[config.mk]
export PLATFORM = sky130hd
export DESIGN_NAME = best_arr_streamer
export DESIGN_NICKNAME = d
export VERILOG_FILES = /design/src/rtl/best_arr_streamer.sv
export SDC_FILE = /design/constraint.sdc
export NUM_CORES = 1
export LEC_CHECK = 0
export ABC_CLOCK_PERIOD_IN_PS = 3480
export CAP_MARGIN = 15
export CORE_MARGIN = 10
export CORE_UTILIZATION = 47
export CTS_CLUSTER_SIZE = 8
export DETAILED_ROUTE_END_ITERATION = 10
export GPL_ROUTABILITY_DRIVEN = 0
export MAX_ROUTING_LAYER = met4
export PLACE_DENSITY_LB_ADDON = 0.1
export SLEW_MARGIN = 5
export SYNTH_ARGS = -nofsm -noshare
export SYNTH_HDL_FRONTEND = slang
export SYNTH_SLANG_ARGS = --single-unit
[constraint.sdc]
create_clock -name io_clk -period 3.48 [get_ports io_clk]
set_clock_uncertainty 0.2 [all_clocks]
set_input_delay 0.696 -clock io_clk [delete_from_list [all_inputs] [get_ports io_clk]]
set_output_delay 0.696 -clock io_clk [all_outputs]
set_load 0.05 [all_outputs]
[src/rtl/best_arr_streamer.sv]
// Streams the best-leaf results out of the result memory to the output FIFO:
// first every index word in blocked scan order, then every distance as lo/hi halves.
module best_arr_streamer #(
    parameter int DATA_WIDTH = 11,
    parameter int ROW_SIZE   = 26,
    parameter int COL_SIZE   = 19,
    parameter int BLOCKING   = 4,
    parameter int NUM_QUERYS = ROW_SIZE * COL_SIZE,
    parameter int AW         = $clog2(NUM_QUERYS)
) (
    input  logic                    io_clk,
    input  logic                    io_rst_n,
    input  logic                    start,
    output logic                    busy,
    output logic                    done,
    output logic                    rd_en,
    output logic [AW-1:0]           rd_addr,
    input  logic [DATA_WIDTH-1:0]   rd_idx,
    input  logic [2*DATA_WIDTH-1:0] rd_dist,
    output logic                    out_fifo_wenq,
    output logic [DATA_WIDTH-1:0]   out_fifo_wdata,
    input  logic                    out_fifo_wfull_n
);

    localparam int HALF = ROW_SIZE / 2;
    localparam int XN   = (HALF + BLOCKING - 1) / BLOCKING;
    localparam int XW   = (XN > 1) ? $clog2(XN) : 1;
    localparam int YW   = (COL_SIZE > 1) ? $clog2(COL_SIZE) : 1;
    localparam int XIW  = (BLOCKING > 1) ? $clog2(BLOCKING) : 1;

    typedef enum logic [2:0] {IDLE, RD, LAT, SEND_LO, SEND_HI} state_t;
    typedef enum logic {PH_IDX, PH_DIST} phase_t;

    state_t                  state_reg, state_next;
    phase_t                  phase_reg, phase_next;
    logic                    px_reg, px_next;
    logic [XW-1:0]           x_reg, x_next;
    logic [YW-1:0]           y_reg, y_next;
    logic [XIW-1:0]          xi_reg, xi_next;
    logic [DATA_WIDTH-1:0]   hold_idx_reg, hold_idx_next;
    logic [2*DATA_WIDTH-1:0] hold_dist_reg, hold_dist_next;

    logic                    px_adv;
    logic [XW-1:0]           x_adv;
    logic [YW-1:0]           y_adv;
    logic [XIW-1:0]          xi_adv;
    logic                    last_entry;
    logic                    advance;
    logic                    done_int;
    logic [AW-1:0]           addr_calc;

    // Next valid entry in scan order; columns past the half row are skipped
    // here so a skipped (x,xi) never costs a cycle.
    always_comb begin
        px_adv     = px_reg;
        x_adv      = x_reg;
        y_adv      = y_reg;
        xi_adv     = xi_reg;
        last_entry = 1'b0;
        if ((xi_reg != XIW'(BLOCKING - 1)) &&
            (int'(x_reg) * BLOCKING + int'(xi_reg) + 1 < HALF)) begin
            xi_adv = xi_reg + XIW'(1);
        end else begin
            xi_adv = '0;
            if (y_reg != YW'(COL_SIZE - 1)) begin
                y_adv = y_reg + YW'(1);
            end else begin
                y_adv = '0;
                if (x_reg != XW'(XN - 1)) begin
                    x_adv = x_reg + XW'(1);
                end else begin
                    x_adv = '0;
                    if (!px_reg) begin
                        px_adv = 1'b1;
                    end else begin
                        last_entry = 1'b1;
                    end
                end
            end
        end
    end

    assign addr_calc = AW'(px_reg) * AW'(HALF) + AW'(y_reg) * AW'(ROW_SIZE)
                     + AW'(x_reg) * AW'(BLOCKING) + AW'(xi_reg);

    always_comb begin
        state_next     = state_reg;
        phase_next     = phase_reg;
        px_next        = px_reg;
        x_next         = x_reg;
        y_next         = y_reg;
        xi_next        = xi_reg;
        hold_idx_next  = hold_idx_reg;
        hold_dist_next = hold_dist_reg;
        advance        = 1'b0;
        done_int       = 1'b0;

        case (state_reg)
            IDLE: begin
                if (start) begin
                    state_next = RD;
                    phase_next = PH_IDX;
                    px_next    = 1'b0;
                    x_next     = '0;
                    y_next     = '0;
                    xi_next    = '0;
                end
            end
            RD: state_next = LAT;
            LAT: begin
                hold_idx_next  = rd_idx;
                hold_dist_next = rd_dist;
                state_next     = SEND_LO;
            end
            SEND_LO: begin
                if (out_fifo_wfull_n) begin
                    if (phase_reg == PH_DIST) begin
                        state_next = SEND_HI;
                    end else begin
                        advance = 1'b1;
                    end
                end
            end
            SEND_HI: begin
                if (out_fifo_wfull_n) begin
                    advance = 1'b1;
                end
            end
            default: state_next = IDLE;
        endcase

        if (advance) begin
            if (last_entry) begin
                px_next = 1'b0;
                x_next  = '0;
                y_next  = '0;
                xi_next = '0;
                if (phase_reg == PH_IDX) begin
                    phase_next = PH_DIST;
                    state_next = RD;
                end else begin
                    state_next = IDLE;
                    done_int   = 1'b1;
                end
            end else begin
                px_next    = px_adv;
                x_next     = x_adv;
                y_next     = y_adv;
                xi_next    = xi_adv;
                state_next = RD;
            end
        end
    end

    always_ff @(posedge io_clk or negedge io_rst_n) begin
        if (!io_rst_n) begin
            state_reg     <= IDLE;
            phase_reg     <= PH_IDX;
            px_reg        <= 1'b0;
            x_reg         <= '0;
            y_reg         <= '0;
            xi_reg        <= '0;
            hold_idx_reg  <= '0;
            hold_dist_reg <= '0;
        end else begin
            state_reg     <= state_next;
            phase_reg     <= phase_next;
            px_reg        <= px_next;
            x_reg         <= x_next;
            y_reg         <= y_next;
            xi_reg        <= xi_next;
            hold_idx_reg  <= hold_idx_next;
            hold_dist_reg <= hold_dist_next;
        end
    end

    // Outputs decode the registered state, so reset clears them immediately.
    assign busy          = (state_reg != IDLE);
    assign rd_en         = (state_reg == RD);
    assign rd_addr       = rd_en ? addr_calc : '0;
    assign out_fifo_wenq = ((state_reg == SEND_LO) || (state_reg == SEND_HI)) && out_fifo_wfull_n;
    assign done          = done_int;

    always_comb begin
        out_fifo_wdata = '0;
        if (state_reg == SEND_LO) begin
            out_fifo_wdata = (phase_reg == PH_IDX) ? hold_idx_reg
                                                   : hold_dist_reg[DATA_WIDTH-1:0];
        end else if (state_reg == SEND_HI) begin
            out_fifo_wdata = hold_dist_reg[2*DATA_WIDTH-1:DATA_WIDTH];
        end
    end

endmodule

==> insert_results.sql <==
INSERT INTO impl_metrics (metric_group, metric, value, unit) VALUES
('run_status', 'outcome', 'finished, violations left', ''),
('run_status', 'failing_checks', 'setup timing', ''),
('worst_hold_path', 'startpoint_of_the_most_critical_hold_path', 'hold_dist_reg[20]', ''),
('cts', 'cts.hold.buffers_added', '0', ''),
('grt', 'grt_pass1_wl', '11.4', 'mm'),
('worst_setup_path', 'cp_num_cells', '11', ''),
('cts', 'clk_tree_root_cell', 'clkbuf_8', ''),
('grt', 'number_of_antenna_violations_at_the_first_check_in_global_routing', '0', ''),
('sta', 'worst_slew_pin_slew', '1050', 'ps'),
('layout', 'syn2layout_area_growth', '40.7', '%'),
('yosys', 'async_reset_ff_share', '100', '%'),
('yosys', 'main_combinational_cell_family_by_area_after_synthesis', 'multiplexers', ''),
('floorplan', 'start_util', '47.8', '%'),
('worst_hold_path', 'min_path_type', 'reg -> reg', ''),
('worst_setup_path', 'critical_path.slowest_cell', 'fa_1', ''),
('detailed_routing', 'vias', '2292', ''),
('yosys', 'postSynthCellCount', '279', ''),
('worst_setup_path', 'worst_ep_required_time', '2580', 'ps'),
('layout', 'antennaDiodeCount', '0', ''),
('floorplan', 'io_pins', '61', ''),
('yosys', 'yosys-mux-area-fraction', '16.4', '%'),
('yosys', 'post_synth_fa_ha_maj_area_fraction', '12.9', '%'),
('placed_design', 'place.detailed.hpwl', '5.16', 'mm'),
('yosys', 'synth_top_area_share', '39.2', '%'),
('cts', 'clockBufferDepth', '2', ''),
('worst_setup_path', 'reg2reg_from', 'state_reg[1]', ''),
('worst_setup_path', 'number_of_buffer_and_inverter_stages_on_the_critical_path', '3', ''),
('floorplan', 'floorplan.die.width', '99.9', 'um'),
('worst_setup_path', 'timing.reg2reg.worst_path_depth', '6', ''),
('worst_setup_path', 'critPathLaunch', 'y_reg[1]', ''),
('worst_setup_path', 'worst_path_dominant_cell_family', 'adder cells', ''),
('worst_setup_path', 'critPathCaptureType', 'output pin', ''),
('sta', 'finalWorstPathRequiredPeriod', '3850', 'ps'),
('worst_setup_path', 'critPathArrivalTime', '2950', 'ps'),
('layout', 'final_net_count', '422', ''),
('layout', 'largest_reg_flops', '22', ''),
('yosys', 'yosysUniqueCellTypes', '51', ''),
('detailed_routing', 'final_antenna_net_count', '0', ''),
('sta', 'post-route-period-util', '111', '%'),
('yosys', 'synth_top_flop_cell', 'dfrtp_1', ''),
('yosys', 'postSynthNetCount', '344', ''),
('sta', 'fin_ws', '-366', 'ps'),
('grt', 'grt_start_max_net_pins', '48', ''),
('grt', 'gr-usage-all-layers', '14.2', '%'),
('yosys', 'synth.cell_area', '0.00300', 'mm2'),
('sta', 'fmax', '260', 'MHz'),
('yosys', 'post_synth_xor_area_fraction', '1.75', '%'),
('cts', 'htree_levels', '2', ''),
('yosys', 'synthesis.yosys.warnings', '0', ''),
('layout', 'final_cell_count_no_fill', '435', ''),
('yosys', 'synthesized_area_fraction_occupied_by_ao_oa_aoi_and_oai_cells', '13.3', '%'),
('floorplan', 'die_height', '99.9', 'um'),
('sta', 'endpoints_failing_setup', '5', ''),
('placed_design', 'io_buffer_count', '60', ''),
('worst_setup_path', 'worst_path_most_repeated_cell', 'ha_1', ''),
('cts', 'tritoncts_clock_tree', 'done', ''),
('worst_setup_path', 'crit_chain', 'ha_1 -> inv_1 -> fa_1 -> inv_2 -> ha_1 -> a21o_1 -> a21oi_2 -> xor2_2 -> xor2_1 -> nor2_4 -> buf_12', ''),
('sta', 'max_slew_margin_vs_limit', '30.2', '%'),
('sta', 'grt_setup_unrepaired', 'true', ''),
('grt', 'grt_pass1_vias', '2372', ''),
('power', 'max-vdd-ir-drop', '0.510', 'mV'),
('yosys', 'synth_area_leaders', 'dfrtp_1 (39%), mux2_2 (13%), ha_1 (9.6%), mux2i_1 (3.7%), fa_1 (3.3%)', ''),
('yosys', 'synth-edff-count', '0', ''),
('floorplan', 'core.rowCount', '29', ''),
('yosys', 'post_synth.cell_area_avg', '10.7', 'um2'),
('worst_setup_path', 'worst_setup_path_endpoint', 'rd_addr[7]', ''),
('worst_setup_path', 'startpoint_type', 'register', ''),
('power', 'power_per_cell_area', '675', 'mW/mm2'),
('layout', 'layout.cells.most_common_list', 'dfrtp_1 (47), clkdlybuf4s50_1 (47), mux2_2 (34)', ''),
('worst_setup_path', 'critical_path_peak_fanout', '5', ''),
('yosys', 'synth-simple-area-share', '11.4', '%');
[synthesized netlist by cell type, drive strengths merged (2+ instances only)]
| cell type | instances |
|---|---|
| xnor2 | 3 |
| mux2 | 34 |
| nor2 | 9 |
| dfrtp | 47 |
| nor2b | 2 |
| a211oi | 2 |
| a21o | 6 |
| fa | 5 |
| and3 | 4 |
| nand3 | 4 |
| and2 | 2 |
| inv | 22 |
| o31ai | 2 |
| nor3b | 3 |
| mux2i | 11 |
| a22o | 4 |
| nor3 | 5 |
| o21bai | 3 |
| ha | 23 |
| a21oi | 8 |
| nand2 | 25 |
| o21ai | 21 |
| clkbuf | 4 |
| xor2 | 3 |
| nand3b | 2 |
| buf | 8 |
[metrics by stage]
stage / cell area [um2] / worst slack, ps / util (%) / hold slack, ps
floorplan: 3030 / -231 / - / 200
global placement: 3880 / -94.6 / 61.8 / 289
detailed placement: 3880 / -184 / 61.8 / 295
CTS: 4130 / -396 / 65.7 / 317
global route: 4220 / -525 / 67.2 / 328
finish: 4220 / -366 / 67.2 / 311
[logic make-up after synthesis]
kind of cell,after synthesis
compound gates,56
xor+xnor,6
fa+ha+maj,28
buf+inv,34
flops,47
mux,45
simple gates,63
[layout make-up]
cell class	instances	area, um2
clock buffers	7	86.3
clock inverters	1	8.76
fillers	493	2060
inverters	22	82.6
multi-input cells	198	1910
flip-flops and latches	47	1180
well taps	77	96.3
repair buffers	83	862
[power breakdown]
| group | internal (uW) | switching, uW | leakage [uW] | total [uW] |
|---|---|---|---|---|
| Sequential | 774 | 151 | 0.000573 | 925 |
| Clock | 163 | 180 | 0.0000484 | 343 |
| Combinational | 731 | 847 | 0.00116 | 1580 |
[per-layer routing]
| metal | share of wire, % | wire [um] | GRT usage, % | vias up |
|---|---|---|---|---|
| met2 | 48 | 3260 | 21.6 | 46 |
| met3 | 4.3 | 290 | 3.57 | 5 |
| met5 | 0 | 0 | - | - |
| met4 | 0.90 | 61 | 4.19 | 0 |
| met1 | 47 | 3160 | 18.2 | 1101 |
| li1 | - | - | - | 1140 |
[worst min-delay path by stage]
stage	endpoint	slack [ps]	depth (start not counted)
2_1_floorplan	hold_dist_reg[0]	200	0
3_3_place_gp	hold_dist_reg[5]	290	1
3_5_place_dp	hold_dist_reg[18]	290	1
4_1_cts	hold_dist_reg[13]	320	1
5_1_grt	hold_dist_reg[13]	330	1
6_report	hold_dist_reg[20]	310	1
[repair_timing]
item,4_1_cts,5_1_grt
setup endpoints to repair,6,6
cloned,0,0
setup buffers,2,4
gates resized for setup,30,13
pin swaps,19,11
[worst register-to-register path, cell delays in order, from the launching register on]
cell and delay [ps]:
dfrtp_1 500, nor3b_4 490, buf_4 230, o21ai_4 100, o31ai_4 310, nand2_1 110
o21ai_0 100
Note: power is estimated with default switching activity, not from simulation.
